<file path="config.mk">
export PLATFORM = sky130hd
export DESIGN_NAME = axi_rr_arbiter_flat
export DESIGN_NICKNAME = d
export VERILOG_FILES = /design/src/rtl/axi_rr_arbiter_if.sv /design/src/rtl/axi_rr_arbiter.sv /design/src/flat_wrapper.sv
export SDC_FILE = /design/constraint.sdc
export NUM_CORES = 1
export LEC_CHECK = 0
export CAP_MARGIN = 0
export CORE_AREA = 2 2 224 226
export CTS_BUF_LIST = sky130_fd_sc_hd__clkbuf_8
export CTS_CLUSTER_SIZE = 16
export DETAILED_ROUTE_END_ITERATION = 7
export DIE_AREA = 0 0 226 228
export SYNTH_ARGS = -nofsm -noshare
export SYNTH_HDL_FRONTEND = slang
export SYNTH_SLANG_ARGS = --single-unit
</file>
<file path="constraint.sdc">
create_clock -name clk_i -period 4.55 [get_ports clk_i]
set_input_delay 0.91 -clock clk_i [delete_from_list [all_inputs] [get_ports clk_i]]
set_output_delay 0.91 -clock clk_i [all_outputs]
set_load 0.01 [all_outputs]
</file>
<file path="src/rtl/axi_rr_arbiter_if.sv">
// AXI4 bundle shared by both upstream masters and the downstream port.
// The master modport drives requests; the slave modport answers them.
`timescale 1ns/1ps
interface axi_rr_arbiter_if #(
  parameter int ADDR_W = 32,
  parameter int DATA_W = 32,
  parameter int ID_W   = 4
);
  logic [ID_W-1:0]     arid;
  logic [ADDR_W-1:0]   araddr;
  logic [7:0]          arlen;
  logic [2:0]          arsize;
  logic [1:0]          arburst;
  logic                arvalid;
  logic                arready;
  logic [ID_W-1:0]     rid;
  logic [DATA_W-1:0]   rdata;
  logic [1:0]          rresp;
  logic                rlast;
  logic                rvalid;
  logic                rready;
  logic [ID_W-1:0]     awid;
  logic [ADDR_W-1:0]   awaddr;
  logic [7:0]          awlen;
  logic [2:0]          awsize;
  logic [1:0]          awburst;
  logic                awvalid;
  logic                awready;
  logic [ID_W-1:0]     wid;
  logic [DATA_W-1:0]   wdata;
  logic [DATA_W/8-1:0] wstrb;
  logic                wlast;
  logic                wvalid;
  logic                wready;
  logic [ID_W-1:0]     bid;
  logic [1:0]          bresp;
  logic                bvalid;
  logic                bready;

  modport master (
    output arid, araddr, arlen, arsize, arburst, arvalid, input arready,
    input  rid, rdata, rresp, rlast, rvalid, output rready,
    output awid, awaddr, awlen, awsize, awburst, awvalid, input awready,
    output wid, wdata, wstrb, wlast, wvalid, input wready,
    input  bid, bresp, bvalid, output bready
  );

  modport slave (
    input  arid, araddr, arlen, arsize, arburst, arvalid, output arready,
    output rid, rdata, rresp, rlast, rvalid, input rready,
    input  awid, awaddr, awlen, awsize, awburst, awvalid, output awready,
    input  wid, wdata, wstrb, wlast, wvalid, output wready,
    output bid, bresp, bvalid, input bready
  );
endinterface

</file>
<file path="src/rtl/axi_rr_arbiter.sv">
// Two-master to one-slave AXI4 arbiter: instruction fetch (m0) and load/store
// (m1) share one downstream port. Read and write channels arbitrate separately
// with round-robin priority and hold the grant from address to last response.
// The slave wlast is generated from the beat count against the accepted awlen,
// so a master that raises wlast early or late cannot shorten or stretch a burst.
`timescale 1ns/1ps
module axi_rr_arbiter #(
  parameter int ADDR_W = 32,
  parameter int DATA_W = 32,
  parameter int ID_W   = 4
) (
  input logic              clk_i,
  input logic              rst_i,
  axi_rr_arbiter_if.slave  m0,
  axi_rr_arbiter_if.slave  m1,
  axi_rr_arbiter_if.master s
);

  typedef enum logic [1:0] {R_IDLE, R_ADDR, R_DATA} r_state_t;
  typedef enum logic [1:0] {W_IDLE, W_ADDR, W_DATA, W_RESP} w_state_t;

  r_state_t   r_state, r_next;
  w_state_t   w_state, w_next;
  logic       rgrant, rgrant_next, rprio, rprio_next;
  logic       wgrant, wgrant_next, wprio, wprio_next;
  logic [7:0] wcnt, wcnt_next, awlen_q, awlen_next;

  // Read and write state registers; reset returns both channels to idle with m0 preferred.
  always_ff @(posedge clk_i) begin
    if (rst_i) begin
      r_state <= R_IDLE;
      rgrant  <= 1'b0;
      rprio   <= 1'b0;
      w_state <= W_IDLE;
      wgrant  <= 1'b0;
      wprio   <= 1'b0;
      wcnt    <= 8'd0;
      awlen_q <= 8'd0;
    end else begin
      r_state <= r_next;
      rgrant  <= rgrant_next;
      rprio   <= rprio_next;
      w_state <= w_next;
      wgrant  <= wgrant_next;
      wprio   <= wprio_next;
      wcnt    <= wcnt_next;
      awlen_q <= awlen_next;
    end
  end

  // Read channel: arbitration, AR/R routing by grant; everything quiet while in reset.
  always_comb begin
    r_next      = r_state;
    rgrant_next = rgrant;
    rprio_next  = rprio;
    s.arid      = {ID_W{1'b0}};
    s.araddr    = {ADDR_W{1'b0}};
    s.arlen     = 8'd0;
    s.arsize    = 3'd0;
    s.arburst   = 2'd0;
    s.arvalid   = 1'b0;
    s.rready    = 1'b0;
    m0.arready  = 1'b0;
    m0.rid      = {ID_W{1'b0}};
    m0.rdata    = {DATA_W{1'b0}};
    m0.rresp    = 2'd0;
    m0.rlast    = 1'b0;
    m0.rvalid   = 1'b0;
    m1.arready  = 1'b0;
    m1.rid      = {ID_W{1'b0}};
    m1.rdata    = {DATA_W{1'b0}};
    m1.rresp    = 2'd0;
    m1.rlast    = 1'b0;
    m1.rvalid   = 1'b0;
    if (!rst_i) begin
      unique case (r_state)
        R_IDLE: begin
          if (m0.arvalid || m1.arvalid) begin
            rgrant_next = (m0.arvalid && m1.arvalid) ? rprio : m1.arvalid;
            r_next      = R_ADDR;
          end
        end
        R_ADDR: begin
          if (rgrant) begin
            s.arid     = m1.arid;
            s.araddr   = m1.araddr;
            s.arlen    = m1.arlen;
            s.arsize   = m1.arsize;
            s.arburst  = m1.arburst;
            s.arvalid  = m1.arvalid;
            m1.arready = s.arready;
          end else begin
            s.arid     = m0.arid;
            s.araddr   = m0.araddr;
            s.arlen    = m0.arlen;
            s.arsize   = m0.arsize;
            s.arburst  = m0.arburst;
            s.arvalid  = m0.arvalid;
            m0.arready = s.arready;
          end
          if (s.arvalid && s.arready) r_next = R_DATA;
        end
        R_DATA: begin
          if (rgrant) begin
            m1.rid    = s.rid;
            m1.rdata  = s.rdata;
            m1.rresp  = s.rresp;
            m1.rlast  = s.rlast;
            m1.rvalid = s.rvalid;
            s.rready  = m1.rready;
          end else begin
            m0.rid    = s.rid;
            m0.rdata  = s.rdata;
            m0.rresp  = s.rresp;
            m0.rlast  = s.rlast;
            m0.rvalid = s.rvalid;
            s.rready  = m0.rready;
          end
          if (s.rvalid && s.rready && s.rlast) begin
            r_next     = R_IDLE;
            rprio_next = ~rgrant;
          end
        end
        default: r_next = R_IDLE;
      endcase
    end
  end

  // Write channel: arbitration, AW then W then B routing, and beat counting for slave wlast.
  always_comb begin
    w_next      = w_state;
    wgrant_next = wgrant;
    wprio_next  = wprio;
    wcnt_next   = wcnt;
    awlen_next  = awlen_q;
    s.awid      = {ID_W{1'b0}};
    s.awaddr    = {ADDR_W{1'b0}};
    s.awlen     = 8'd0;
    s.awsize    = 3'd0;
    s.awburst   = 2'd0;
    s.awvalid   = 1'b0;
    s.wid       = {ID_W{1'b0}};
    s.wdata     = {DATA_W{1'b0}};
    s.wstrb     = {(DATA_W/8){1'b0}};
    s.wlast     = 1'b0;
    s.wvalid    = 1'b0;
    s.bready    = 1'b0;
    m0.awready  = 1'b0;
    m0.wready   = 1'b0;
    m0.bid      = {ID_W{1'b0}};
    m0.bresp    = 2'd0;
    m0.bvalid   = 1'b0;
    m1.awready  = 1'b0;
    m1.wready   = 1'b0;
    m1.bid      = {ID_W{1'b0}};
    m1.bresp    = 2'd0;
    m1.bvalid   = 1'b0;
    if (!rst_i) begin
      unique case (w_state)
        W_IDLE: begin
          if (m0.awvalid || m1.awvalid) begin
            wgrant_next = (m0.awvalid && m1.awvalid) ? wprio : m1.awvalid;
            wcnt_next   = 8'd0;
            w_next      = W_ADDR;
          end
        end
        W_ADDR: begin
          if (wgrant) begin
            s.awid     = m1.awid;
            s.awaddr   = m1.awaddr;
            s.awlen    = m1.awlen;
            s.awsize   = m1.awsize;
            s.awburst  = m1.awburst;
            s.awvalid  = m1.awvalid;
            m1.awready = s.awready;
          end else begin
            s.awid     = m0.awid;
            s.awaddr   = m0.awaddr;
            s.awlen    = m0.awlen;
            s.awsize   = m0.awsize;
            s.awburst  = m0.awburst;
            s.awvalid  = m0.awvalid;
            m0.awready = s.awready;
          end
          if (s.awvalid && s.awready) begin
            awlen_next = s.awlen;
            w_next     = W_DATA;
          end
        end
        W_DATA: begin
          if (wgrant) begin
            s.wid     = m1.wid;
            s.wdata   = m1.wdata;
            s.wstrb   = m1.wstrb;
            s.wvalid  = m1.wvalid;
            m1.wready = s.wready;
          end else begin
            s.wid     = m0.wid;
            s.wdata   = m0.wdata;
            s.wstrb   = m0.wstrb;
            s.wvalid  = m0.wvalid;
            m0.wready = s.wready;
          end
          s.wlast = (wcnt == awlen_q);
          if (s.wvalid && s.wready) begin
            wcnt_next = wcnt + 8'd1;
            if (s.wlast) w_next = W_RESP;
          end
        end
        W_RESP: begin
          if (wgrant) begin
            m1.bid    = s.bid;
            m1.bresp  = s.bresp;
            m1.bvalid = s.bvalid;
            s.bready  = m1.bready;
          end else begin
            m0.bid    = s.bid;
            m0.bresp  = s.bresp;
            m0.bvalid = s.bvalid;
            s.bready  = m0.bready;
          end
          if (s.bvalid && s.bready) begin
            w_next     = W_IDLE;
            wprio_next = ~wgrant;
          end
        end
        default: w_next = W_IDLE;
      endcase
    end
  end

endmodule

</file>
<file path="src/flat_wrapper.sv">
// flat-port wrapper written by rule: the top's interface ports become plain ports
module axi_rr_arbiter_flat 
#(
  parameter int ADDR_W = 32,
  parameter int DATA_W = 32,
  parameter int ID_W   = 4
)
  (clk_i, rst_i, m0_arid, m0_araddr, m0_arlen, m0_arsize, m0_arburst, m0_arvalid, m0_arready, m0_rid, m0_rdata, m0_rresp, m0_rlast, m0_rvalid, m0_rready, m0_awid, m0_awaddr, m0_awlen, m0_awsize, m0_awburst, m0_awvalid, m0_awready, m0_wid, m0_wdata, m0_wstrb, m0_wlast, m0_wvalid, m0_wready, m0_bid, m0_bresp, m0_bvalid, m0_bready, m1_arid, m1_araddr, m1_arlen, m1_arsize, m1_arburst, m1_arvalid, m1_arready, m1_rid, m1_rdata, m1_rresp, m1_rlast, m1_rvalid, m1_rready, m1_awid, m1_awaddr, m1_awlen, m1_awsize, m1_awburst, m1_awvalid, m1_awready, m1_wid, m1_wdata, m1_wstrb, m1_wlast, m1_wvalid, m1_wready, m1_bid, m1_bresp, m1_bvalid, m1_bready, s_arid, s_araddr, s_arlen, s_arsize, s_arburst, s_arvalid, s_arready, s_rid, s_rdata, s_rresp, s_rlast, s_rvalid, s_rready, s_awid, s_awaddr, s_awlen, s_awsize, s_awburst, s_awvalid, s_awready, s_wid, s_wdata, s_wstrb, s_wlast, s_wvalid, s_wready, s_bid, s_bresp, s_bvalid, s_bready);
  axi_rr_arbiter_if #(.ADDR_W(ADDR_W), .DATA_W(DATA_W), .ID_W(ID_W)) m0_i ();
  axi_rr_arbiter_if #(.ADDR_W(ADDR_W), .DATA_W(DATA_W), .ID_W(ID_W)) m1_i ();
  axi_rr_arbiter_if #(.ADDR_W(ADDR_W), .DATA_W(DATA_W), .ID_W(ID_W)) s_i ();
  input logic clk_i;
  input logic rst_i;
  input wire logic [$bits(m0_i.arid)-1:0] m0_arid;
  input wire logic [$bits(m0_i.araddr)-1:0] m0_araddr;
  input wire logic [$bits(m0_i.arlen)-1:0] m0_arlen;
  input wire logic [$bits(m0_i.arsize)-1:0] m0_arsize;
  input wire logic [$bits(m0_i.arburst)-1:0] m0_arburst;
  input wire logic [$bits(m0_i.arvalid)-1:0] m0_arvalid;
  output wire logic [$bits(m0_i.arready)-1:0] m0_arready;
  output wire logic [$bits(m0_i.rid)-1:0] m0_rid;
  output wire logic [$bits(m0_i.rdata)-1:0] m0_rdata;
  output wire logic [$bits(m0_i.rresp)-1:0] m0_rresp;
  output wire logic [$bits(m0_i.rlast)-1:0] m0_rlast;
  output wire logic [$bits(m0_i.rvalid)-1:0] m0_rvalid;
  input wire logic [$bits(m0_i.rready)-1:0] m0_rready;
  input wire logic [$bits(m0_i.awid)-1:0] m0_awid;
  input wire logic [$bits(m0_i.awaddr)-1:0] m0_awaddr;
  input wire logic [$bits(m0_i.awlen)-1:0] m0_awlen;
  input wire logic [$bits(m0_i.awsize)-1:0] m0_awsize;
  input wire logic [$bits(m0_i.awburst)-1:0] m0_awburst;
  input wire logic [$bits(m0_i.awvalid)-1:0] m0_awvalid;
  output wire logic [$bits(m0_i.awready)-1:0] m0_awready;
  input wire logic [$bits(m0_i.wid)-1:0] m0_wid;
  input wire logic [$bits(m0_i.wdata)-1:0] m0_wdata;
  input wire logic [$bits(m0_i.wstrb)-1:0] m0_wstrb;
  input wire logic [$bits(m0_i.wlast)-1:0] m0_wlast;
  input wire logic [$bits(m0_i.wvalid)-1:0] m0_wvalid;
  output wire logic [$bits(m0_i.wready)-1:0] m0_wready;
  output wire logic [$bits(m0_i.bid)-1:0] m0_bid;
  output wire logic [$bits(m0_i.bresp)-1:0] m0_bresp;
  output wire logic [$bits(m0_i.bvalid)-1:0] m0_bvalid;
  input wire logic [$bits(m0_i.bready)-1:0] m0_bready;
  input wire logic [$bits(m1_i.arid)-1:0] m1_arid;
  input wire logic [$bits(m1_i.araddr)-1:0] m1_araddr;
  input wire logic [$bits(m1_i.arlen)-1:0] m1_arlen;
  input wire logic [$bits(m1_i.arsize)-1:0] m1_arsize;
  input wire logic [$bits(m1_i.arburst)-1:0] m1_arburst;
  input wire logic [$bits(m1_i.arvalid)-1:0] m1_arvalid;
  output wire logic [$bits(m1_i.arready)-1:0] m1_arready;
  output wire logic [$bits(m1_i.rid)-1:0] m1_rid;
  output wire logic [$bits(m1_i.rdata)-1:0] m1_rdata;
  output wire logic [$bits(m1_i.rresp)-1:0] m1_rresp;
  output wire logic [$bits(m1_i.rlast)-1:0] m1_rlast;
  output wire logic [$bits(m1_i.rvalid)-1:0] m1_rvalid;
  input wire logic [$bits(m1_i.rready)-1:0] m1_rready;
  input wire logic [$bits(m1_i.awid)-1:0] m1_awid;
  input wire logic [$bits(m1_i.awaddr)-1:0] m1_awaddr;
  input wire logic [$bits(m1_i.awlen)-1:0] m1_awlen;
  input wire logic [$bits(m1_i.awsize)-1:0] m1_awsize;
  input wire logic [$bits(m1_i.awburst)-1:0] m1_awburst;
  input wire logic [$bits(m1_i.awvalid)-1:0] m1_awvalid;
  output wire logic [$bits(m1_i.awready)-1:0] m1_awready;
  input wire logic [$bits(m1_i.wid)-1:0] m1_wid;
  input wire logic [$bits(m1_i.wdata)-1:0] m1_wdata;
  input wire logic [$bits(m1_i.wstrb)-1:0] m1_wstrb;
  input wire logic [$bits(m1_i.wlast)-1:0] m1_wlast;
  input wire logic [$bits(m1_i.wvalid)-1:0] m1_wvalid;
  output wire logic [$bits(m1_i.wready)-1:0] m1_wready;
  output wire logic [$bits(m1_i.bid)-1:0] m1_bid;
  output wire logic [$bits(m1_i.bresp)-1:0] m1_bresp;
  output wire logic [$bits(m1_i.bvalid)-1:0] m1_bvalid;
  input wire logic [$bits(m1_i.bready)-1:0] m1_bready;
  output wire logic [$bits(s_i.arid)-1:0] s_arid;
  output wire logic [$bits(s_i.araddr)-1:0] s_araddr;
  output wire logic [$bits(s_i.arlen)-1:0] s_arlen;
  output wire logic [$bits(s_i.arsize)-1:0] s_arsize;
  output wire logic [$bits(s_i.arburst)-1:0] s_arburst;
  output wire logic [$bits(s_i.arvalid)-1:0] s_arvalid;
  input wire logic [$bits(s_i.arready)-1:0] s_arready;
  input wire logic [$bits(s_i.rid)-1:0] s_rid;
  input wire logic [$bits(s_i.rdata)-1:0] s_rdata;
  input wire logic [$bits(s_i.rresp)-1:0] s_rresp;
  input wire logic [$bits(s_i.rlast)-1:0] s_rlast;
  input wire logic [$bits(s_i.rvalid)-1:0] s_rvalid;
  output wire logic [$bits(s_i.rready)-1:0] s_rready;
  output wire logic [$bits(s_i.awid)-1:0] s_awid;
  output wire logic [$bits(s_i.awaddr)-1:0] s_awaddr;
  output wire logic [$bits(s_i.awlen)-1:0] s_awlen;
  output wire logic [$bits(s_i.awsize)-1:0] s_awsize;
  output wire logic [$bits(s_i.awburst)-1:0] s_awburst;
  output wire logic [$bits(s_i.awvalid)-1:0] s_awvalid;
  input wire logic [$bits(s_i.awready)-1:0] s_awready;
  output wire logic [$bits(s_i.wid)-1:0] s_wid;
  output wire logic [$bits(s_i.wdata)-1:0] s_wdata;
  output wire logic [$bits(s_i.wstrb)-1:0] s_wstrb;
  output wire logic [$bits(s_i.wlast)-1:0] s_wlast;
  output wire logic [$bits(s_i.wvalid)-1:0] s_wvalid;
  input wire logic [$bits(s_i.wready)-1:0] s_wready;
  input wire logic [$bits(s_i.bid)-1:0] s_bid;
  input wire logic [$bits(s_i.bresp)-1:0] s_bresp;
  input wire logic [$bits(s_i.bvalid)-1:0] s_bvalid;
  output wire logic [$bits(s_i.bready)-1:0] s_bready;
  assign m0_i.arid = m0_arid;
  assign m0_i.araddr = m0_araddr;
  assign m0_i.arlen = m0_arlen;
  assign m0_i.arsize = m0_arsize;
  assign m0_i.arburst = m0_arburst;
  assign m0_i.arvalid = m0_arvalid;
  assign m0_arready = m0_i.arready;
  assign m0_rid = m0_i.rid;
  assign m0_rdata = m0_i.rdata;
  assign m0_rresp = m0_i.rresp;
  assign m0_rlast = m0_i.rlast;
  assign m0_rvalid = m0_i.rvalid;
  assign m0_i.rready = m0_rready;
  assign m0_i.awid = m0_awid;
  assign m0_i.awaddr = m0_awaddr;
  assign m0_i.awlen = m0_awlen;
  assign m0_i.awsize = m0_awsize;
  assign m0_i.awburst = m0_awburst;
  assign m0_i.awvalid = m0_awvalid;
  assign m0_awready = m0_i.awready;
  assign m0_i.wid = m0_wid;
  assign m0_i.wdata = m0_wdata;
  assign m0_i.wstrb = m0_wstrb;
  assign m0_i.wlast = m0_wlast;
  assign m0_i.wvalid = m0_wvalid;
  assign m0_wready = m0_i.wready;
  assign m0_bid = m0_i.bid;
  assign m0_bresp = m0_i.bresp;
  assign m0_bvalid = m0_i.bvalid;
  assign m0_i.bready = m0_bready;
  assign m1_i.arid = m1_arid;
  assign m1_i.araddr = m1_araddr;
  assign m1_i.arlen = m1_arlen;
  assign m1_i.arsize = m1_arsize;
  assign m1_i.arburst = m1_arburst;
  assign m1_i.arvalid = m1_arvalid;
  assign m1_arready = m1_i.arready;
  assign m1_rid = m1_i.rid;
  assign m1_rdata = m1_i.rdata;
  assign m1_rresp = m1_i.rresp;
  assign m1_rlast = m1_i.rlast;
  assign m1_rvalid = m1_i.rvalid;
  assign m1_i.rready = m1_rready;
  assign m1_i.awid = m1_awid;
  assign m1_i.awaddr = m1_awaddr;
  assign m1_i.awlen = m1_awlen;
  assign m1_i.awsize = m1_awsize;
  assign m1_i.awburst = m1_awburst;
  assign m1_i.awvalid = m1_awvalid;
  assign m1_awready = m1_i.awready;
  assign m1_i.wid = m1_wid;
  assign m1_i.wdata = m1_wdata;
  assign m1_i.wstrb = m1_wstrb;
  assign m1_i.wlast = m1_wlast;
  assign m1_i.wvalid = m1_wvalid;
  assign m1_wready = m1_i.wready;
  assign m1_bid = m1_i.bid;
  assign m1_bresp = m1_i.bresp;
  assign m1_bvalid = m1_i.bvalid;
  assign m1_i.bready = m1_bready;
  assign s_arid = s_i.arid;
  assign s_araddr = s_i.araddr;
  assign s_arlen = s_i.arlen;
  assign s_arsize = s_i.arsize;
  assign s_arburst = s_i.arburst;
  assign s_arvalid = s_i.arvalid;
  assign s_i.arready = s_arready;
  assign s_i.rid = s_rid;
  assign s_i.rdata = s_rdata;
  assign s_i.rresp = s_rresp;
  assign s_i.rlast = s_rlast;
  assign s_i.rvalid = s_rvalid;
  assign s_rready = s_i.rready;
  assign s_awid = s_i.awid;
  assign s_awaddr = s_i.awaddr;
  assign s_awlen = s_i.awlen;
  assign s_awsize = s_i.awsize;
  assign s_awburst = s_i.awburst;
  assign s_awvalid = s_i.awvalid;
  assign s_i.awready = s_awready;
  assign s_wid = s_i.wid;
  assign s_wdata = s_i.wdata;
  assign s_wstrb = s_i.wstrb;
  assign s_wlast = s_i.wlast;
  assign s_wvalid = s_i.wvalid;
  assign s_i.wready = s_wready;
  assign s_i.bid = s_bid;
  assign s_i.bresp = s_bresp;
  assign s_i.bvalid = s_bvalid;
  assign s_bready = s_i.bready;
  axi_rr_arbiter #(.ADDR_W(ADDR_W), .DATA_W(DATA_W), .ID_W(ID_W)) u_core (.clk_i(clk_i), .rst_i(rst_i), .m0(m0_i), .m1(m1_i), .s(s_i));
endmodule
</file>
# Yosys cells after proc, flatten, opt, wreduce, memory -nomap -nowiden
# Cells that the tools add are included.
totals:
  regBits: 24
  out_inout_bits: 244
  elab_cells: 193
classes:
  reduce_logical: 21
  n_mux: 147
  n_bitwise: 2
  eq_ne: 14
  n_addsub: 1
op_table:
  columns: ["cell", "count"]
  rows:
  - ["$mux 32", 15]
  - ["$mux 4", 24]
  - ["$mux 1", 65]
  - ["$mux 8", 8]
  - ["$mux 2", 26]
  - ["$mux 3", 6]
  - ["$ne 2x1->1 const B", 8]
  - ["$pmux 8 s2", 1]
  - ["$reduce_and 2->1", 5]
  - ["$add 8x1->8 const B", 1]
  - ["$eq 8x8->1", 1]
  - ["$logic_and 1x1->1", 8]
  - ["$pmux 2 s4", 1]
  - ["$eq 2x2->1 const B", 3]
  - ["$pmux 2 s3", 1]
  - ["$reduce_and 3->1", 2]
  - ["$reduce_and 5->1", 1]
  - ["$eq 2x1->1 const B", 2]
  - ["$logic_not 2->1", 2]
  - ["$logic_or 1x1->1", 2]
  - ["$not 1->1", 2]
  - ["$reduce_bool 2->1", 1]

# Logic depth before layout (Yosys ltp)
depth:
  ltp_word: 7
  mapped_depth: 7

# Least setup slack after synthesis
# No wires, ideal clock.
synth_path:
  kind: "input to output"
  from: "input rst_i"
  to: "output m1_rdata[0]"
  t_required_ns: 3.640
  path_stages: 4
  setup_slack_ns: 1.744
  t_arrival_ns: 1.896
  cell_sequence: "or3b_2 nor2_1 clkbuf_2 and2_1"
synth_via:
  elab_chain_len: 1
synth_rtl:
  columns: ["item", "line", "text"]
  rows:
  - ["start: declaration", "flat_wrapper.sv:13", "input logic rst_i;"]
  - ["$mux 32", "axi_rr_arbiter.sv:75", "if (!rst_i) begin"]
  - ["end: declaration", "flat_wrapper.sv:52", "output wire logic [$bits(m1_i.rdata)-1:0] m1_rdata;"]
# No other way between the ends.

# Worst setup path in the final report
layout_path:
  from: "input rst_i"
  to: "output s_awid[0]"
layout_via:
  elab_chain_len: 1
layout_rtl:
  columns: ["item", "line", "text"]
  rows:
  - ["$mux 4", "axi_rr_arbiter.sv:158", "if (!rst_i) begin"]
  - ["end: declaration", "flat_wrapper.sv:87", "output wire logic [$bits(s_i.awid)-1:0] s_awid;"]
# No other way between the ends.

==> metrics.txt <==
CP Depth=6; Placed Area=10,600 um2; Post-Synthesis Cells=between 500 and 600; Distinct cells, synth=38; largest net degree at the start of global routing=57; CP Launch Type=input port; clk_skew=around 7.5 ps; GRT met1 Usage=12.7%; endpoints failing setup=0; Crit. End Element=output pin; Hold Path Depth=2; Setup WS post-layout=around 530 ps; clock tree buffer depth=2; initial antenna violation count=5; RePlAce Congestion=0.870; grt ovf=0; DRT iter0 DRCs=between 200 and 300; CP Buf/Inv Count=4; fin crit period=4020 ps; CTS clk-pin slew, worst paths=approximately 100 ps; remaining design rule violation count=0; cts bufs inserted=3; setup bufs post-CTS=0; share of layout cells above drive strength 1=between 3 and 4%; dpl hpwl=27,300 um; PostCTS Resize Cnt=0; Routed wire per std cell=between 15 and 20 um; vias in the first global route=6,408; Pwr per Cell Area=roughly 170 nW/um2; total negative setup slack=0 ps; Worst path max stage delay=around 650 ps; Syn Std Cell Area=4040 um2; Total GRT Usage=about 11%; post-route cell area=between 10,000 and 15,000 um2; Post-Route WL=30,700 um; routed via count=between 6,000 and 7,000; Synth warnings=0; CTS tree=yes; fin crit share=88.4%; class of the worst hold path=register to register; Slew Viols, Final=0; Top Usage Layer GRT=met2; Nets=around 1,500; post-place setup slack=492 ps; Core Box Area=around 49,000 um2; fill cell count=approximately 5,500; CP dominant cell by count=clkdlybuf4s50_1; Post-Syn Area per Cell=between 6 and 7 um2; critical-path cell list=clkdlybuf4s50_1 -> buf_4 -> nand2b_2 -> buf_12 -> nor2_1 -> clkdlybuf4s50_1; Die Span Y=between 200 and 250 um; RSZ-0062 raised after global routing=no; row cnt=between 80 and 90; CP Class=input port to output pin; Net Count, Synth=between 900 and 1,000; max-cap check violation count=0; clock latency on the worst-skew pair=290 ps; grt met2 use=~20%; Port Buffers=~580; die area=approximately 52,000 um2; #FFs+latches synth=24; worst vdd ir=slightly above 0.00008 V; status=complete, no violations; fmax=~250 MHz; total power=approximately 1800 uW; CP max FO=41; die width=~230 um; final hold vios=0; met3 GRT Util=between 2 and 2.5%; num ports=a little under 600; hold_ws=511 ps; leakage=0.00368 uW; critical path's top delay family=buffers and inverters; first-pass GRT wire length=between 40,000 and 50,000 um; Starting Density=about 8%; Slew headroom=34.2%; WP data arrival=roughly 3100 ps; clock sinks=24; DRT antenna net count=0; Req. time, crit path=between 3000 and 4000 ps; First-pass DRT Iterations=6; hold buffer count at cts=0; CTS root buffer=clkbuf_8; routed vias/inst=around 3.4; Slowest cell on crit path=clkdlybuf4s50_1; Worst Tran Pin Value=between 900 and 1000 ps; H-tree lvl count=1; R2R depth=4; Seq/Total Area, Yosys=a little under an eighth; Area Growth Syn to Fin=165%
synthesized netlist by cell type (all sizes together):
cell type	number	share of area (%)
nor2	185	17
mux2i	145	36
and2	81	13
clkbuf	27	2.8
dfxtp	24	12
buf	22	2.7
nand2	16	1.5
xor2	13	2.8
a211oi	9	1.7
nand2b	8	1.2
inv	7	0.65
a21oi	6	0.74
nand3	6	0.74
ha	5	1.5
nand3b	4	0.84
o21ai	4	0.77
and3	3	0.46
a32oi	2	0.43
nand4	2	0.31
nand4b	2	0.43
nor3b	2	0.37
nor4	2	0.31
or3b	2	0.43
a21o	1	0.19
a31oi	1	0.16
and4	1	0.22
nor2b	1	0.16
nor3	1	0.12
o21a	1	0.19
o21bai	1	0.19
o31ai	1	0.19
or2	1	0.16
or3	1	0.16
state kept, by name, indices dropped and copies added, names as in the netlist:
name / count
u_core.w_state: 2
u_core.wgrant: 1
u_core.awlen_q: 8
u_core.wprio: 1
u_core.r_state: 2
u_core.rprio: 1
u_core.wcnt: 8
u_core.rgrant: 1
tightest hold or removal path: stages (launching register included):
cell,delay [ps]
dfxtp_1,340
mux2i_1,70
nor2_1,80
worst paths after layout:
path / start / endpoint / slack, ps
worst max-delay path: rst_i / s_awid[0] / 530
worst min-delay path: u_core.rprio / u_core.rprio / 510
worst max register to register: u_core.wgrant / u_core.awlen_q[4] / 2210
worst min register to register: u_core.rprio / u_core.rprio / 510
power by group:
| part | leakage, uW | internal [uW] | switching, uW |
|---|---|---|---|
| Sequential | 0.000197 | 236 | 63.2 |
| Combinational | 0.00345 | 734 | 582 |
| Clock | 0.0000357 | 118 | 84.3 |
area by class of cell:
type	count	area [um2]	area share, %
well taps	672	841	7.85
multi-input cells	507	3320	31.0
clock buffers	3	41.3	0.385
clock inverters	1	30.0	0.280
repair buffers	590	5960	55.6
inverters	7	26.3	0.245
diodes	2	5.00	0.0467
flip-flops and latches	24	488	4.55
per-layer routing:
metal	routed length [um]	part of all wire, %	vias to the layer above
met5	19	0.062	-
met4	816	2.7	4
met3	2530	8.2	25
met2	15100	49	372
met1	12200	40	2767
li1	-	-	3034
stage by stage:
stage	util, %	std cells
finish	21.7	1806
global route	21.7	1806
CTS	21.7	1804
detailed placement	21.6	1800
global placement	21.6	1800
floorplan	-	587
kinds of logic after synthesis:
group / count (synthesis) / synth area share [%]
adder cells (fa/ha/maj): 5 / 1.55
multiplexers: 145 / 35.9
AND/OR/NAND/NOR: 318 / 37.2
XOR/XNOR: 13 / 2.82
buffers and inverters: 56 / 6.07
AO/OA/AOI/OAI: 26 / 4.52
flip-flops: 24 / 11.9
placed cells by master, fill, tap and decap left out, types with 5 or more instances in the layout:
cell type and instances:
clkdlybuf4s50_1 572, nor2_1 183, mux2i_1 145, and2_1 81
dfxtp_1 22, nand2_1 15, xor2_1 13, buf_4 10
a211oi_1 9, buf_12 8, inv_1 7, nand2b_1 6
nand3_1 6, a21oi_1 6, ha_1 5
No activity file was read; power rests on OpenSTA's default activity.
